**src/rtl/riscv_pkg.sv**
```systemverilog
// riscv_pkg: core-wide widths plus the memory-arbiter state and owner types.
package riscv_pkg;
    localparam int XLEN = 32;
    localparam logic [2:0] SIZE_WORD = 3'b010;
    typedef enum logic [1:0] {IDLE, REQ, RSP} arb_state_t;
    typedef enum logic {OWN_IF, OWN_LS} arb_owner_t;
endpackage

```
**src/rtl/mem_arb_pick.sv**
```systemverilog
// mem_arb_pick: combinational winner selection between fetch and LSU requests.
// MEM_ARB_RR_EN selects round-robin on collisions; otherwise LSU has fixed priority.
module mem_arb_pick
    import riscv_pkg::*;
(
    input  logic       if_req,
    input  logic       ls_req,
    input  arb_owner_t last,
    output arb_owner_t winner
);
`ifdef MEM_ARB_RR_EN
    always_comb winner = (if_req && ls_req) ? ((last == OWN_LS) ? OWN_IF : OWN_LS)
                                            : (ls_req ? OWN_LS : OWN_IF);
`else
    logic unused;
    assign unused = if_req ^ (last == OWN_LS);
    always_comb winner = ls_req ? OWN_LS : OWN_IF;
`endif
endmodule

```
**src/rtl/mem_arbiter.sv**
```systemverilog
// mem_arbiter: shares one memory port between fetch and LSU, one transaction outstanding.
// MEM_ARB_RR_EN enables round-robin arbitration (fixed LSU priority otherwise).
module mem_arbiter #(
    parameter int TIMEOUT_CYCLES = 64,
    parameter int XLEN = riscv_pkg::XLEN
)(
    input  logic            clk,
    input  logic            reset,
    input  logic            if_req_i,
    input  logic [XLEN-1:0] if_adr_i,
    output logic            if_gnt_o,
    output logic            if_rvalid_o,
    output logic [XLEN-1:0] if_rdata_o,
    output logic            if_err_o,
    input  logic            ls_req_i,
    input  logic [XLEN-1:0] ls_adr_i,
    input  logic            ls_we_i,
    input  logic [XLEN-1:0] ls_wdata_i,
    input  logic [2:0]      ls_size_i,
    output logic            ls_gnt_o,
    output logic            ls_rvalid_o,
    output logic [XLEN-1:0] ls_rdata_o,
    output logic            ls_err_o,
    input  logic            flush_i,
    output logic            mem_req_o,
    output logic [XLEN-1:0] mem_adr_o,
    output logic            mem_we_o,
    output logic [XLEN-1:0] mem_wdata_o,
    output logic [2:0]      mem_size_o,
    input  logic            mem_gnt_i,
    input  logic            mem_rvalid_i,
    input  logic [XLEN-1:0] mem_rdata_i,
    input  logic            mem_err_i
);
    import riscv_pkg::*;
    localparam int CW = $clog2(TIMEOUT_CYCLES + 1);

    arb_state_t      state;
    arb_owner_t      owner, winner, last;
    logic [CW-1:0]   cnt;
    logic            discard, we;
    logic [XLEN-1:0] adr, wdata, rsp_data;
    logic [2:0]      size;
    logic            any_req, grant, timeout, done, flush_hit, rsp_err;

    mem_arb_pick u_pick (.if_req(if_req_i), .ls_req(ls_req_i), .last(last), .winner(winner));

`ifdef MEM_ARB_RR_EN
    always_ff @(posedge clk)
        if (reset) last <= OWN_IF;
        else if (grant) last <= winner;
`else
    assign last = OWN_IF;
`endif

    assign any_req   = if_req_i || ls_req_i;
    assign grant     = !reset && state == IDLE && any_req;
    assign timeout   = state == RSP && !mem_rvalid_i && cnt == CW'(TIMEOUT_CYCLES - 1);
    assign done      = !reset && state == RSP && (mem_rvalid_i || timeout);
    assign flush_hit = flush_i && owner == OWN_IF && state != IDLE;
    assign rsp_data  = timeout ? '0 : mem_rdata_i;
    assign rsp_err   = timeout || mem_err_i;

    assign if_gnt_o    = grant && winner == OWN_IF;
    assign ls_gnt_o    = grant && winner == OWN_LS;
    // a flush arriving with the response itself still kills the fetch return
    assign if_rvalid_o = done && owner == OWN_IF && !discard && !flush_hit;
    assign ls_rvalid_o = done && owner == OWN_LS;
    assign if_rdata_o  = if_rvalid_o ? rsp_data : '0;
    assign if_err_o    = if_rvalid_o && rsp_err;
    assign ls_rdata_o  = ls_rvalid_o ? rsp_data : '0;
    assign ls_err_o    = ls_rvalid_o && rsp_err;

    assign mem_req_o   = !reset && state == REQ;
    assign mem_adr_o   = adr;
    assign mem_we_o    = we;
    assign mem_wdata_o = wdata;
    assign mem_size_o  = size;

    always_ff @(posedge clk) begin
        if (reset) begin
            state   <= IDLE;
            owner   <= OWN_IF;
            cnt     <= '0;
            discard <= 1'b0;
            adr     <= '0;
            we      <= 1'b0;
            wdata   <= '0;
            size    <= '0;
        end else begin
            case (state)
                IDLE: if (any_req) begin
                    state <= REQ;
                    owner <= winner;
                    adr   <= winner == OWN_LS ? ls_adr_i : if_adr_i;
                    we    <= winner == OWN_LS && ls_we_i;
                    wdata <= winner == OWN_LS ? ls_wdata_i : '0;
                    size  <= winner == OWN_LS ? ls_size_i : SIZE_WORD;
                end
                REQ: begin
                    discard <= discard || flush_hit;
                    if (mem_gnt_i) begin
                        state <= RSP;
                        cnt   <= '0;
                    end
                end
                default: begin
                    discard <= discard || flush_hit;
                    if (!mem_rvalid_i) cnt <= cnt + 1'b1;
                    if (mem_rvalid_i || timeout) begin
                        state   <= IDLE;
                        discard <= 1'b0;
                    end
                end
            endcase
        end
    end
endmodule
```
**config.mk**
```make
export PLATFORM = sky130hd
export DESIGN_NAME = mem_arbiter
export DESIGN_NICKNAME = d
export VERILOG_FILES = /design/src/rtl/riscv_pkg.sv /design/src/rtl/mem_arb_pick.sv /design/src/rtl/mem_arbiter.sv
export SDC_FILE = /design/constraint.sdc
export NUM_CORES = 1
export LEC_CHECK = 0
export ABC_AREA = 1
export ABC_CLOCK_PERIOD_IN_PS = 1720
export CORE_MARGIN = 4
export CORE_UTILIZATION = 30
export DETAILED_ROUTE_END_ITERATION = 6
export PLACE_DENSITY_LB_ADDON = 0.2
export SKIP_LAST_GASP = 1
export SYNTH_ARGS = -nofsm -noshare
export SYNTH_HDL_FRONTEND = slang
export SYNTH_HIERARCHICAL = 1
export SYNTH_SLANG_ARGS = --single-unit
```
**constraint.sdc**
```tcl
create_clock -name clk -period 1.72 [get_ports clk]
set_input_delay 0.172 -clock clk [delete_from_list [all_inputs] [get_ports clk]]
set_output_delay 0.172 -clock clk [all_outputs]
set_load 0.03 [all_outputs]
```
After elaboration in Yosys (flattened, before gate mapping)
Index checks and enable logic that the tools add are counted.

$add $sub $neg: 1. Eq/ne operators: 6. Mux-type cells: 16. Bitwise gates (word level): 3. Reduce and logical (&&, ||, !) cells: 32.

Operator list (count): 2-to-1 mux 32 bit (5); logical AND 1 bit (18); 2-to-1 mux 7 bit (2); case mux 7 bit (2 select lines) (1); adder 7 x 1 -> 7 bit, second input constant (1); == test 7 x 6 -> 1 bit, second input constant (1); 2-to-1 mux 2 bit (3); AND reduction 3 bit (2); logical NOT 1 bit (4); logical OR 1 bit (4); != test 2 bit, second input constant (2); case mux 2 bit (2 select lines) (1); 2-to-1 mux 3 bit (1); NOT 1 bit (3); nonzero test 3 bit (1); == test 2 x 1 -> 1 bit, second input constant (1); == test 2 bit, second input constant (1); logical NOT 2 bit (1); 2-to-1 mux 1 bit (2); != test 2 x 1 -> 1 bit, second input constant (1); case mux 1 bit (2 select lines) (1); AND reduction 2 bit (1); nonzero test 2 bit (1).

Bits in registers: 79. Input port bits: 140. Output and inout bits: 139. Word-level logic and storage cells: 66.

Logic depth before layout (Yosys ltp)
Word-level depth: 9. Depth in mapped cells: 10. Depth with buffers taken out: 9.

Cells and area by module
Netlist, hierarchy kept.

By module, submodules not included: mem_arbiter (times used 1, cells an instance 537, area an instance 3713.6 µm², sequential area each 1581.5 µm²); mem_arb_pick (times used 1, cells an instance 1, area an instance 7.5 µm², sequential area each 0.0 µm²).

Worst setup path after synthesis
No wires, ideal clock.

Kind: register to output. Start point: reg cnt[0]. End point: out ls_rdata_o[22]. Arrival: 1.665 ns. Data required time: 1.548 ns. Setup slack: -0.117 ns. Stages on the path, launching flop included: 9. Buffers on the path: 1. Path through: dfxtp_1 ha_1 nand3_1 nor2_4 nand2_4 nand2_4 nand3_4 buf_2 nor2_1.

Cells in the longest elaborated chain, start to end: 6. Elaborated cells on any way between the ends: 7. Classes of those cells: 1 x eq/ne; 2 x mux; 4 x reduce/logical.

Ends and longest elaborated chain: from (decl) (RTL line mem_arbiter.sv:40) `logic [CW-1:0] cnt;`; from (signal assigned) (RTL line mem_arbiter.sv:109) `if (!mem_rvalid_i) cnt <= cnt + 1'b1;`; == test 7 x 6 -> 1 bit * (RTL line mem_arbiter.sv:58) `assign timeout = state == RSP && !mem_rvalid_i && cnt == CW'(TIMEOUT_CYCLES - 1);`; logical AND 1 bit * (RTL line mem_arbiter.sv:58); logical OR 1 bit (RTL line mem_arbiter.sv:59) `assign done = !reset && state == RSP && (mem_rvalid_i || timeout);`; logical AND 1 bit (RTL line mem_arbiter.sv:59); logical AND 1 bit (RTL line mem_arbiter.sv:68) `assign ls_rvalid_o = done && owner == OWN_LS;`; 2-to-1 mux 32 bit * (RTL line mem_arbiter.sv:71) `assign ls_rdata_o = ls_rvalid_o ? rsp_data : '0;`; to (decl) (RTL line mem_arbiter.sv:22) `output logic [XLEN-1:0] ls_rdata_o,`.

Every way passes the cells marked *; elsewhere a longest branch is shown, timed or not.

Worst setup path in the final report
Start point: reg cnt[1]. End point: out if_rdata_o[23].

Cells in the longest elaborated chain, start to end: 8. Elaborated cells on any way between the ends: 9. Classes of those cells: 1 x eq/ne; 2 x mux; 6 x reduce/logical.

Ends and longest elaborated chain: == test 7 x 6 -> 1 bit * (RTL line mem_arbiter.sv:58); logical AND 1 bit * (RTL line mem_arbiter.sv:58); logical OR 1 bit (RTL line mem_arbiter.sv:59); logical AND 1 bit (RTL line mem_arbiter.sv:59); logical AND 1 bit (3 in series) (RTL line mem_arbiter.sv:67) `assign if_rvalid_o = done && owner == OWN_IF && !discard && !flush_hit;`; 2-to-1 mux 32 bit * (RTL line mem_arbiter.sv:69) `assign if_rdata_o = if_rvalid_o ? rsp_data : '0;`; to (decl) (RTL line mem_arbiter.sv:13) `output logic [XLEN-1:0] if_rdata_o,`.

Marks and branches as above.

==> summary.md <==
| Metric | Value |
|---|---|
| Die width | `between 100 and 150 um` |
| Clock Path Buffers | `2` |
| Clock sinks | `between 70 and 80` |
| Final setup fails | `68` |
| Leak | `~3.3 nW` |
| DR WL/cell | `15.3 um` |
| Final Cycle Share | `1.18` |
| TritonRoute pass-1 iters | `4` |
| CP Launch Type | `flop` |
| Hold Path End | `mem_size_o[2]` |
| Maxcap violations | `0` |
| Crit path time final | `2030 ps` |
| Outcome | `complete, but fails checks` |
| Worst-skew pair later-pin latency | `330 ps` |
| Initial antenna violation count | `0` |
| Initial Utilization | `0.308` |
| Largest net degree at the start of global routing | `67` |
| Hold_buf cts | `0` |
| Final cell count without fillers | `between 1000 and 1500` |
| Total count of hold-check failures in the final report | `0` |
| P_sw | `about 1.9 mW` |
| Clk pin slew, worst setup/hold paths | `roughly 60 ps` |
| Place WS | `-104 ps` |
| Global-route wire length before repair | `around 24000 um` |
| Synth-to-layout area growth | `104%` |
| WP data required | `approximately 1600 ps` |
| FF-to-FF setup slack | `around 240 ps` |
| Clk pwr share | `0.315` |
| Comb power frac | `0.328` |
| Via density per instance | `roughly 4.7` |
| Least-Margin Pin Slew | `between 300 and 400 ps` |
| Sw Ratio | `0.319` |
| Maximum vdd ir drop | `0.000466 V` |
| Final Core Density | `0.628` |
| Tot Pwr | `around 6 mW` |
| PD cells | `just under 800 mW/mm^2` |
| Hold Path Origin | `ls_size_i[2]` |
| F_max | `just under 500 MHz` |
| Tot GR Track Use | `0.208` |
| Unrepaired setup endpoints after global routing | `yes` |
| DIE AREA | `0.0142 mm^2` |
| HP Class | `input port to flop` |
| Placer Congestion | `roughly 0.83` |
| Failing checks | `negative setup slack` |
| Yosys warns | `6` |
| Gate Count Post-Synth | `around 540` |
| CP Capture Type | `output pin` |
| Synthesized area per cell | `6.92 um^2` |
| R2r worst-path depth | `10` |
| Reg2reg start | `state[0]` |
| Grt total ovfl | `0` |
| Int Pwr | `just over 4 mW` |
| Root Buffer | `clkbuf_16` |
| # IOs | `279` |
| CTS tree | `yes` |
| Setup Skew | `6.82 ps` |
| Total Wirelength | `15400 um` |
| Dpl cells | `973` |
| Area of the core | `around 0.012 mm^2` |
| Port Buffer Count | `278` |
| Ratio of cells with drive above 1 in the final layout | `0.235` |
| Max Transition Viols Final | `0` |
| Mapped cell area | `roughly 0.0037 mm^2` |
| Crit-path max FO | `6` |
| Slew HR | `0.734` |
| Vias in the first global route | `4711` |
| DR iter-0 viols | `between 150 and 200` |
| Post-Syn Nets | `approximately 680` |
| CTS H-tree lvls | `3` |
| Critical path arrival | `1860 ps` |
| WHS | `between 300 and 400 ps` |
| DP HPWL | `about 12000 um` |
| Vias | `roughly 4700` |
| R2R Path End | `mem_wdata_o[14]` |
| Cell count of the worst hold path | `3` |
| # DRC | `0` |
| Antenna cells | `0` |
| Sequential share of power | `0.356` |
| Final worst slack | `-311 ps` |
| CTS Buf Count | `9` |
| Total Nets Final | `974` |
| Core Rows | `40` |
| Final antenna-violating net count | `0` |
| Die Span Y | `between 100 and 150 um` |
| Crit path kind | `flop to output pin` |
## cells in the final DEF, fill, tap and decap left out, types with 5 or more instances in the layout
cell type and n:
a21oi_1 13, a31oi_1 33, buf_12 11, buf_4 63
buf_6 39, clkbuf_16 9, clkdlybuf4s50_1 207, dfxtp_1 75
inv_1 11, inv_2 6, nand2_1 188, nand3_1 35
nor2_1 38, nor2_2 5, nor2_4 38, o21ai_0 35
## power groups by stage
stage / logic, mW / clock network, mW / registers [mW]
after CTS: 1.98 / 1.95 / 2.15
after detailed placement: 1.89 / 0 / 2.18
after global routing: 2.11 / 2.05 / 2.17
after global placement: 1.87 / 0 / 2.17
final: 1.98 / 1.90 / 2.15
after floorplan: 0.566 / 0 / 2.55
## worst max-delay path by stage
stage,endpoint,start,slack [ps],cells past startpoint
2_1_floorplan,ls_rdata_o[22],cnt[0],-120,8
3_3_place_gp,ls_rdata_o[27],mem_rvalid_i,-70,7
6_report,if_rdata_o[23],cnt[1],-310,10
3_5_place_dp,ls_rdata_o[27],mem_rvalid_i,-100,7
5_1_grt,if_rdata_o[23],cnt[1],-410,10
4_1_cts,if_rdata_o[2],cnt[1],-300,10
## metrics by stage
step                      cell area (um^2)  setup TNS, ps
after floorplan                       3820          -3990
after global placement                6780           -644
after detailed placement              6780          -1670
after CTS                             7540         -18980
after global routing                  7580         -25560
final                                 7580         -18320
## critical path, stage by stage (launching register included)
cell and delay [ps]:
dfxtp_2 360, ha_4 150, nand3_4 80, nor2_4 120, nand2_4 80, nand2_4 70
nand4_4 90, buf_12 190, buf_12 150, nor2_4 110, buf_6 130
## cell type report
| cell class | instances | area [um^2] |
|---|---|---|
| inverter | 18 | 72.6 |
| multi-input combinational | 401 | 2110 |
| clock buffer | 10 | 239 |
| timing repair buffer | 324 | 3300 |
| fill | 1015 | 4480 |
| clock inverter | 6 | 60.1 |
| tap | 168 | 210 |
| sequential | 79 | 1590 |
## flip-flops by register name (all words and copies together) (netlist names)
signal	flops
cnt	7
discard	1
mem_adr_o	32
mem_size_o	3
mem_wdata_o	32
mem_we_o	1
owner	1
state	2
## layer usage
layer / vias up / routed length, um / GRT usage
li1: 2327 / - / -
met1: 2139 / 5510 / 0.221
met2: 226 / 7950 / 0.380
met3: 23 / 1500 / 0.0750
met4: 0 / 398 / 0.0737
met5: - / 0 / 0
## timing repair
action                                  in CTS  in global routing
buffers inserted                             9                  5
resized for setup                           76                  6
hold endpoints to repair                     0                  0
gates cloned                                 4                  0
pin swaps                                    4                  4
endpoints found under the setup margin      70                 70
Power figures use the tool's default switching activity.
==> RTL edit (same flow settings) <==
Change the parameter `TIMEOUT_CYCLES` from 64 to 32.
--- a/src/rtl/mem_arbiter.sv
+++ b/src/rtl/mem_arbiter.sv
@@ -1,7 +1,7 @@
 // mem_arbiter: shares one memory port between fetch and LSU, one transaction outstanding.
 // MEM_ARB_RR_EN enables round-robin arbitration (fixed LSU priority otherwise).
 module mem_arbiter #(
-    parameter int TIMEOUT_CYCLES = 64,
+    parameter int TIMEOUT_CYCLES = 32,
     parameter int XLEN = riscv_pkg::XLEN
 )(
     input  logic            clk,
Formal check against the unedited RTL: no difference found for any inputs over 10 cycles, from zero or initial values and one cycle with reset high; that may be too few to reach the edited logic, so the function may still have changed.
==> RTL edit against the original RTL <==
Critical endpoint is now ls_rdata_o[19]. The flow still finishes with violations (negative setup slack). Final area hardly changed. Count of clock-buffer cells in the layout stayed put. Sequential cell count is 1 lower. Critical path type unchanged. Die area is 1.7% lower. First-iteration DRC count is 13% lower. Clock skew is 0.0015 ns higher. Routed wire length is 4.1% lower. Total power is 1.4% lower. Area after synthesis is 1.8% lower. Worst setup slack better by 0.016 ns.
==> RTL edit: results (changes against the original RTL) <==
[clock_network]
clk_pin_slew_ns = 0.06  ; about the same
cts_resized = 116  ; was 76
cts_setup_buffers = 8  ; was 9
cts_made_buffers = 9  ; unchanged
htree_levels = 3  ; unchanged
clockRootBuffer = clkbuf_16  ; unchanged

[min_path]
min_from = ls_size_i[2]  ; unchanged
min_to = mem_size_o[2]  ; unchanged
hp-class = in -> reg  ; unchanged
whs_path_depth = 3  ; unchanged

[critical_path]
r2r-end = mem_wdata_o[30]  ; was mem_wdata_o[14]
max_stage_delay_ns = 0.35
ff2ff_setup_slack_ns = 0.25
cp.arrival_ns = 1.84  ; was 1.86 ns
slowest_stage = dfxtp_2  ; unchanged
r2r-start = state[1]  ; was state[0]
crit_family = simple AND/OR/NAND/NOR gates  ; unchanged
worstPathMaxFanout = 22  ; was 6

[route]
first_pass_iters = 4  ; unchanged
route.met3.wl_mm = 1.14  ; was 1.50 mm
routed.top_layer = met4  ; unchanged
via_per_inst = 4.75  ; was 4.69
avgRoutedWirePerCell_um = 15.1  ; was 15.3 um
drt_iter0_markers = 156  ; was 179
met2_length_mm = 7.82  ; was 7.95 mm
wl_met1_mm = 5.48  ; was 5.51 mm

[grt]
grt_max_degree = 44  ; was 67
grt_pass1_wl_mm = 23.2  ; was 24.1 mm
grt_pass1_vias = 4579  ; was 4,711
grt_usage = 0.204  ; was 0.208

[synth]
syn_nets = 671  ; was 678
ys_warn_count = 6  ; unchanged
syn_area_per_cell_um2 = 6.89  ; was 6.92 um2

[pwr]
intPower_uw = 4040  ; was 4100 uW
share_seq_of_total_power = 0.358  ; was 0.356
p_per_area_nw_per_um2 = 784  ; was 795 nW/um2
leakagePower_uw = 0.00331  ; was 0.00327 uW
vdd_drop_max_mv = 0.577  ; was 0.466 mV

[placed_design]
portBuffers = 278  ; unchanged
hpwl_mm = 10.8  ; was 11.6 mm
gp_congestion = 0.849  ; was 0.832
dpl.cell_count = 946  ; was 973
postPlaceCellArea_um2 = 6580  ; was 6780 um2
dp_slack_ns = -0.103  ; was -0.104 ns

[sta]
fin_worst_skew_ns = 0.00827  ; was 0.00682 ns
setup_ws_ns = -0.294  ; was -0.311 ns
fin_tns_setup_ns = -16.22  ; was -18.32 ns
finalSetupViolCount = 68  ; unchanged
worst_pin_slew_ns = 0.360  ; was 0.398 ns
whs_ns = 0.372  ; was 0.382 ns

[layout]
num_antenna_cells = 0  ; unchanged
nets = 965  ; was 974
final_area_um2 = 7580  ; about the same
final_cells = 976  ; was 1,006
drive_gt1_frac = 0.253  ; was 0.235
fill_cells = 1041  ; was 1,015

[status]
outcome = finished with violations  ; unchanged
violations = negative setup slack  ; unchanged

==> RTL edit: how the worst max path moves through the flow <==
stage	from	to	slack (ns)
6_report	cnt[1]	ls_rdata_o[19]	-0.29
3_5_place_dp	reset	if_rdata_o[21]	-0.10
4_1_cts	cnt[1]	ls_rdata_o[18]	-0.28
5_1_grt	cnt[1]	ls_rdata_o[19]	-0.39
3_3_place_gp	reset	if_rdata_o[15]	-0.05
2_1_floorplan	cnt[0]	if_rdata_o[22]	-0.10
==> RTL edit: layout make-up <==
| type | count | area share |
|---|---|---|
| clock buffers | 10 | 0.0302 |
| clock inverters | 6 | 0.00825 |
| inverters | 19 | 0.0101 |
| multi-input cells | 394 | 0.279 |
| flip-flops and latches | 78 | 0.207 |
| well taps | 147 | 0.0243 |
| repair buffers | 322 | 0.441 |
==> RTL edit: routing by layer <==
layer / global-route usage / up-vias
met2: 0.382 / 193
met5: 0 / -
li1: - / 2300
met4: 0.0718 / 0
met3: 0.0665 / 18
met1: 0.211 / 2127
